===== src/rtl/adder_share_arb_pkg.sv =====
// Shared helpers for the adder-sharing scheduler: id/pointer width derivation.
package adder_share_arb_pkg;

    function automatic int id_width(input int n);
        return (n <= 1) ? 1 : $clog2(n);
    endfunction

endpackage


===== src/rtl/adder_share_arb_rr_arbiter.sv =====
// Round-robin arbiter: one-hot grant on the first request at or after ptr,
// wrapping modulo N; ptr moves past the winner only on a grant.
module rr_arbiter
    import adder_share_arb_pkg::*;
#(
    parameter int N = 4
) (
    input  logic         clk,
    input  logic         rst,
    input  logic [N-1:0] req,
    input  logic         en,
    output logic [N-1:0] gnt
);

    localparam int PW = id_width(N);

    logic [PW-1:0] ptr;
    logic [PW-1:0] idx;
    logic [PW:0]   cand;
    logic          found;

    // NOTE: every variable gets a default before the loop so no path leaves one unassigned (no latch).
    always_comb begin
        gnt   = '0;
        idx   = '0;
        cand  = '0;
        found = 1'b0;
        for (int i = 0; i < N; i++) begin
            cand = {1'b0, ptr} + (PW+1)'(i);
            if (cand >= (PW+1)'(N)) cand = cand - (PW+1)'(N);
            if (en && !found && req[cand[PW-1:0]]) begin
                found = 1'b1;
                idx   = cand[PW-1:0];
            end
        end
        if (found) gnt[idx] = 1'b1;
    end

    // NOTE: sequential state uses non-blocking assignments so all flops update from pre-edge values.
    always_ff @(posedge clk) begin
        if (rst) begin
            ptr <= '0;
        end else if (found) begin
            ptr <= (idx == PW'(N - 1)) ? '0 : idx + 1'b1;
        end
    end

endmodule


===== src/rtl/ripple_carry_adder.sv =====
// W-bit ripple-carry adder; purely combinational, carry chain runs LSB to MSB.
module ripple_carry_adder #(
    parameter int W = 4
) (
    input  logic [W-1:0] a,
    input  logic [W-1:0] b,
    input  logic         ci,
    output logic [W-1:0] s,
    output logic         co
);

    logic [W:0] c;

    assign c[0] = ci;

    for (genvar i = 0; i < W; i++) begin : g_bit
        assign s[i]   = a[i] ^ b[i] ^ c[i];
        assign c[i+1] = (a[i] & b[i]) | (c[i] & (a[i] ^ b[i]));
    end

    assign co = c[W];

endmodule


===== src/rtl/adder_share_arb.sv =====
// Shares one ripple-carry adder between N requesters via a round-robin grant
// and a single registered result slot with valid/ready backpressure.
module adder_share_arb
    import adder_share_arb_pkg::*;
#(
    parameter int  W   = 4,
    parameter int  N   = 4,
    localparam int IDW = id_width(N)
) (
    input  logic           clk,
    input  logic           rst,
    input  logic [N-1:0]   req,
    input  logic [N*W-1:0] a_flat,
    input  logic [N*W-1:0] b_flat,
    input  logic [N-1:0]   ci,
    output logic [N-1:0]   gnt,
    output logic           res_valid,
    input  logic           res_ready,
    output logic [W-1:0]   res_sum,
    output logic           res_co,
    output logic [IDW-1:0] res_id
);

    logic           free;
    logic           en;
    logic           grant;
    logic [W-1:0]   a_sel;
    logic [W-1:0]   b_sel;
    logic           ci_sel;
    logic [IDW-1:0] id_sel;
    logic [W-1:0]   sum;
    logic           co;

    assign free  = !res_valid || res_ready;
    assign en    = free && !rst;
    assign grant = |gnt;

    rr_arbiter #(.N(N)) u_arb (
        .clk (clk),
        .rst (rst),
        .req (req),
        .en  (en),
        .gnt (gnt)
    );

    // One-hot mux: at most one gnt bit is set, so the last match is the only match.
    always_comb begin
        a_sel  = '0;
        b_sel  = '0;
        ci_sel = 1'b0;
        id_sel = '0;
        for (int k = 0; k < N; k++) begin
            if (gnt[k]) begin
                a_sel  = a_flat[k*W +: W];
                b_sel  = b_flat[k*W +: W];
                ci_sel = ci[k];
                id_sel = IDW'(k);
            end
        end
    end

    ripple_carry_adder #(.W(W)) u_add (
        .a  (a_sel),
        .b  (b_sel),
        .ci (ci_sel),
        .s  (sum),
        .co (co)
    );

    // A grant always wins over a plain consume, giving back-to-back results.
    always_ff @(posedge clk) begin
        if (rst) begin
            res_valid <= 1'b0;
            res_sum   <= '0;
            res_co    <= 1'b0;
            res_id    <= '0;
        end else if (grant) begin
            res_valid <= 1'b1;
            res_sum   <= sum;
            res_co    <= co;
            res_id    <= id_sel;
        end else if (res_ready) begin
            res_valid <= 1'b0;
        end
    end

endmodule

===== config.mk =====
export PLATFORM = sky130hd
export DESIGN_NAME = adder_share_arb
export DESIGN_NICKNAME = d
export VERILOG_FILES = /design/src/rtl/adder_share_arb_pkg.sv /design/src/rtl/adder_share_arb_rr_arbiter.sv /design/src/rtl/ripple_carry_adder.sv /design/src/rtl/adder_share_arb.sv
export SDC_FILE = /design/constraint.sdc
export NUM_CORES = 1
export LEC_CHECK = 0
export ABC_AREA = 1
export CAP_MARGIN = 20
export CORE_UTILIZATION = 45
export CTS_CLUSTER_DIAMETER = 40
export CTS_CLUSTER_SIZE = 24
export DETAILED_ROUTE_END_ITERATION = 10
export PLACE_DENSITY = 0.89
export SYNTH_ARGS = -nofsm -noshare
export SYNTH_HDL_FRONTEND = slang
export SYNTH_SLANG_ARGS = --single-unit

===== constraint.sdc =====
create_clock -name clk -period 14.1 [get_ports clk]
set_input_delay 2.82 -clock clk [delete_from_list [all_inputs] [get_ports clk]]
set_output_delay 2.82 -clock clk [all_outputs]
set_load 0.02 [all_outputs]

==> summary.md <==
| Metric | Value |
|---|---|
| Status | completed |
| Final std cell area, no fill | approximately 0.0017 mm2 |
| Commonest cells in the synthesized netlist | 53 x nand2_1, 29 x inv_1, 20 x nand3_1, 15 x o21ai_0, 11 x nor2_1 |
| Switching pwr | between 200 and 250 uW |
| Setup crit end kind | primary output |
| Pin count of the biggest net entering global routing | 35 |
| Max Fanout on Critical Path | 9 |
| Vias | 1367 |
| Antenna Violating Nets Remaining | 0 |
| Req. time, crit path | ~11 ns |
| Wire per inst | 10.70 um |
| PortBufs | 54 |
| Initial antenna violation count | 0 |
| Synth async-reset ratio | 0% |
| Total routed wirelength | just under 3 mm |
| Most common cell in the netlist | nand2_1 |
| Register area | 200.2 um2 |
| Vias per cell | around 5 |
| Clock-pin slew on the worst setup and hold paths | around 0.06 ns |
| First-pass GRT wire length | about 4.6 mm |
| GPL Wtd Cong | slightly below 0.9 |
| Mean Syn Cell Area | 6.070 um2 |
| CTS buffer count | 3 |
| CTS Buffer Depth | 2 |
| Maximum VDD drop | 0.0001826 V |
| CTS tree | yes |
| Io pins | 55 |
| DR iter-0 viols | 17 |
| Flop pwr share | a little under an eighth |
| CTS sink cnt | 10 |
| Area grow syn2layout | 47.15% |
| Yosys top cell area share | between 10% and 20% |
| Startpoint types | input port |
| WHS Path Cells | 2 |
| Number of H-tree levels | 1 |
| Hold bufs inserted after CTS | 0 |
| Main synth FF type | dfxtp_1 |
| Multi-input gate area | 800.8 um2 |
| DP Worst Slack | roughly 5.5 ns |
| Worst Path Arrival | between 5 and 6 ns |
| Gr ovfl total | 0 |
| Core box area | about 0.0025 mm2 |
| Detailed Place HPWL | 2.371 mm |
| Post-synth EDFFs | 0 |
| R2R cell count | 24 |
| Worst-Margin Slew | approximately 0.43 ns |
| Minimum clock period | about 8.6 ns |
| PD cells | between 200 and 250 mW/mm2 |
| Final Power | slightly above 400 uW |
| Seq/Total Area, Yosys | around 17% |
| Int Pwr | ~190 uW |
| Final setup fails | 0 |
| Final hold violations | 0 |
| Synthesized area | 0.001184 mm2 |
| CTS Root Cell | clkbuf_4 |
| Post-CTS sizing | 0 |
| Skew-Pair Late Insertion Delay | about 0.26 ns |
| Row cnt | 18 |
| Final nets | slightly below 300 |
| Vias in the first global route | approximately 1200 |
| Max_cap viols | 0 |
| Clock power frac | roughly 6.2% |
| Drt drc | 0 |
| Antenna Cells | 0 |
| Top post-synthesis cells by area | dfxtp_1 17%, nand2_1 17%, inv_1 9.2%, nand3_1 8.5%, fa_1 6.8% |
| Final core utilization | 70.30% |
| Drt first pass iters | 4 |
| Fill cell count | 222 |
| Comb pwr share | between 80 and 90% |
| Post-CTS setup buffer count | 0 |
| Sw frac | a little over half |
| Setup Skew | 0.008467 ns |
| Total Routing Usage GR | 21.37% |
| Crit path kind | input port to primary output |
| Share of cells above drive strength 1 | about 7.8% |
| P_leak | 0.0008241 uW |
| DP Area | 0.001705 mm2 |
| Die width | between 50 and 60 um |
| RSZ-0062 raised after global routing | no |
| Maximum clock rate | roughly 120 MHz |
| Synthesis warning total | 0 |
| Synth Net Count | 246 |
| Period utilisation layout | around 61% |
| Post-Syn Instances | 195 |
| Synth area leader | dfxtp_1 |
| Final setup TNS | 0 ns |
| Final WS setup | 5.506 ns |
| Slew margin rel. | 71.44% |
| Yosys cell types | 28 |
| Die area | 0.002839 mm2 |
| Post-synthesis register bit count | 10 |
| Initial Util | a little under half |
| Max-slew violation count | 0 |
| Worst hold path type | flop to flop |
| Chip height | between 50 and 60 um |
==> worst max-delay path, cell delays in order <==
cell             delay, ns
clkdlybuf4s50_1       0.52
inv_2                 0.08
o21ai_0               0.13
inv_1                 0.13
nand2_1               0.18
nand2_1               0.14
nor2_2                0.20
nand2_1               0.07
o21ai_0               0.08
nand2_1               0.12
inv_1                 0.09
ha_1                  0.31
nand2_1               0.09
inv_1                 0.18
clkdlybuf4s50_1       0.64
==> per-layer routing <==
| metal | vias up | wire length, um | global-route usage [%] | part of all wire (%) |
|---|---|---|---|---|
| li1 | 729 | - | - | - |
| met2 | 51 | 1423 | 38.75 | 48 |
| met3 | 0 | 195 | 3.161 | 6.6 |
| met1 | 587 | 1324 | 27.15 | 45 |
| met5 | - | 0 | 0 | 0 |
| met4 | 0 | 0 | 1.754 | 0 |
==> cell usage in the layout, fill, tap and decap left out, drive strengths merged <==
master,synthesis,routed
a21oi,7,7
nor2,13,13
a31oi,2,2
clkbuf,2,4
nand4,10,10
or2,2,2
fa,4,4
o21ai,16,16
nand2,57,57
nor3,1,1
nand3,21,21
dfxtp,10,10
ha,4,4
o22ai,1,1
a21boi,5,5
clkdlybuf4s50,0,54
nor3b,1,1
inv,33,33
==> final timing paths <==
kind | slack [ns] | start | end
hold reg to reg | 0.51 | res_id[0] | res_id[0]
setup / recovery | 5.51 | rst | gnt[1]
hold / removal | 0.51 | res_id[0] | res_id[0]
setup reg to reg | 9.63 | u_arb.ptr[0] | res_sum[3]
==> flip-flops by register name (all words and copies together), names as in the netlist <==
signal / cells
u_arb.ptr: 2
res_sum: 4
res_id: 2
res_valid: 1
res_co: 1
==> cells by family after synthesis <==
kind of cell | after synthesis | share of synthesized area [%]
flops | 10 | 16.91
compound gates | 31 | 14.80
fa+ha+maj | 8 | 10.99
simple gates | 105 | 41.86
buf+inv | 41 | 15.43
==> power groups by stage <==
stage	Sequential, uW	Clock (uW)	Combinational (uW)
after global routing	49.9	27.0	381
final	48.7	25.5	336
after floorplan	53.9	0	250
after CTS	48.5	25.6	339
after global placement	49.2	0	330
after detailed placement	48.8	0	336
==> area by class of cell <==
cell class                 count  area share [%]
sequential                    10           11.49
clock buffer                   4           2.083
inverter                      33           7.256
timing repair buffer          54           31.03
tap                           30           2.155
multi-input combinational    144           45.98
==> through the flow <==
step | cells | hold slack (ns)
after detailed placement | 271 | 0.5038
after CTS | 275 | 0.5123
final | 275 | 0.5084
after floorplan | 195 | 0.5572
after global placement | 271 | 0.5008
after global routing | 275 | 0.5502
No activity file was read; power rests on OpenSTA's default activity.
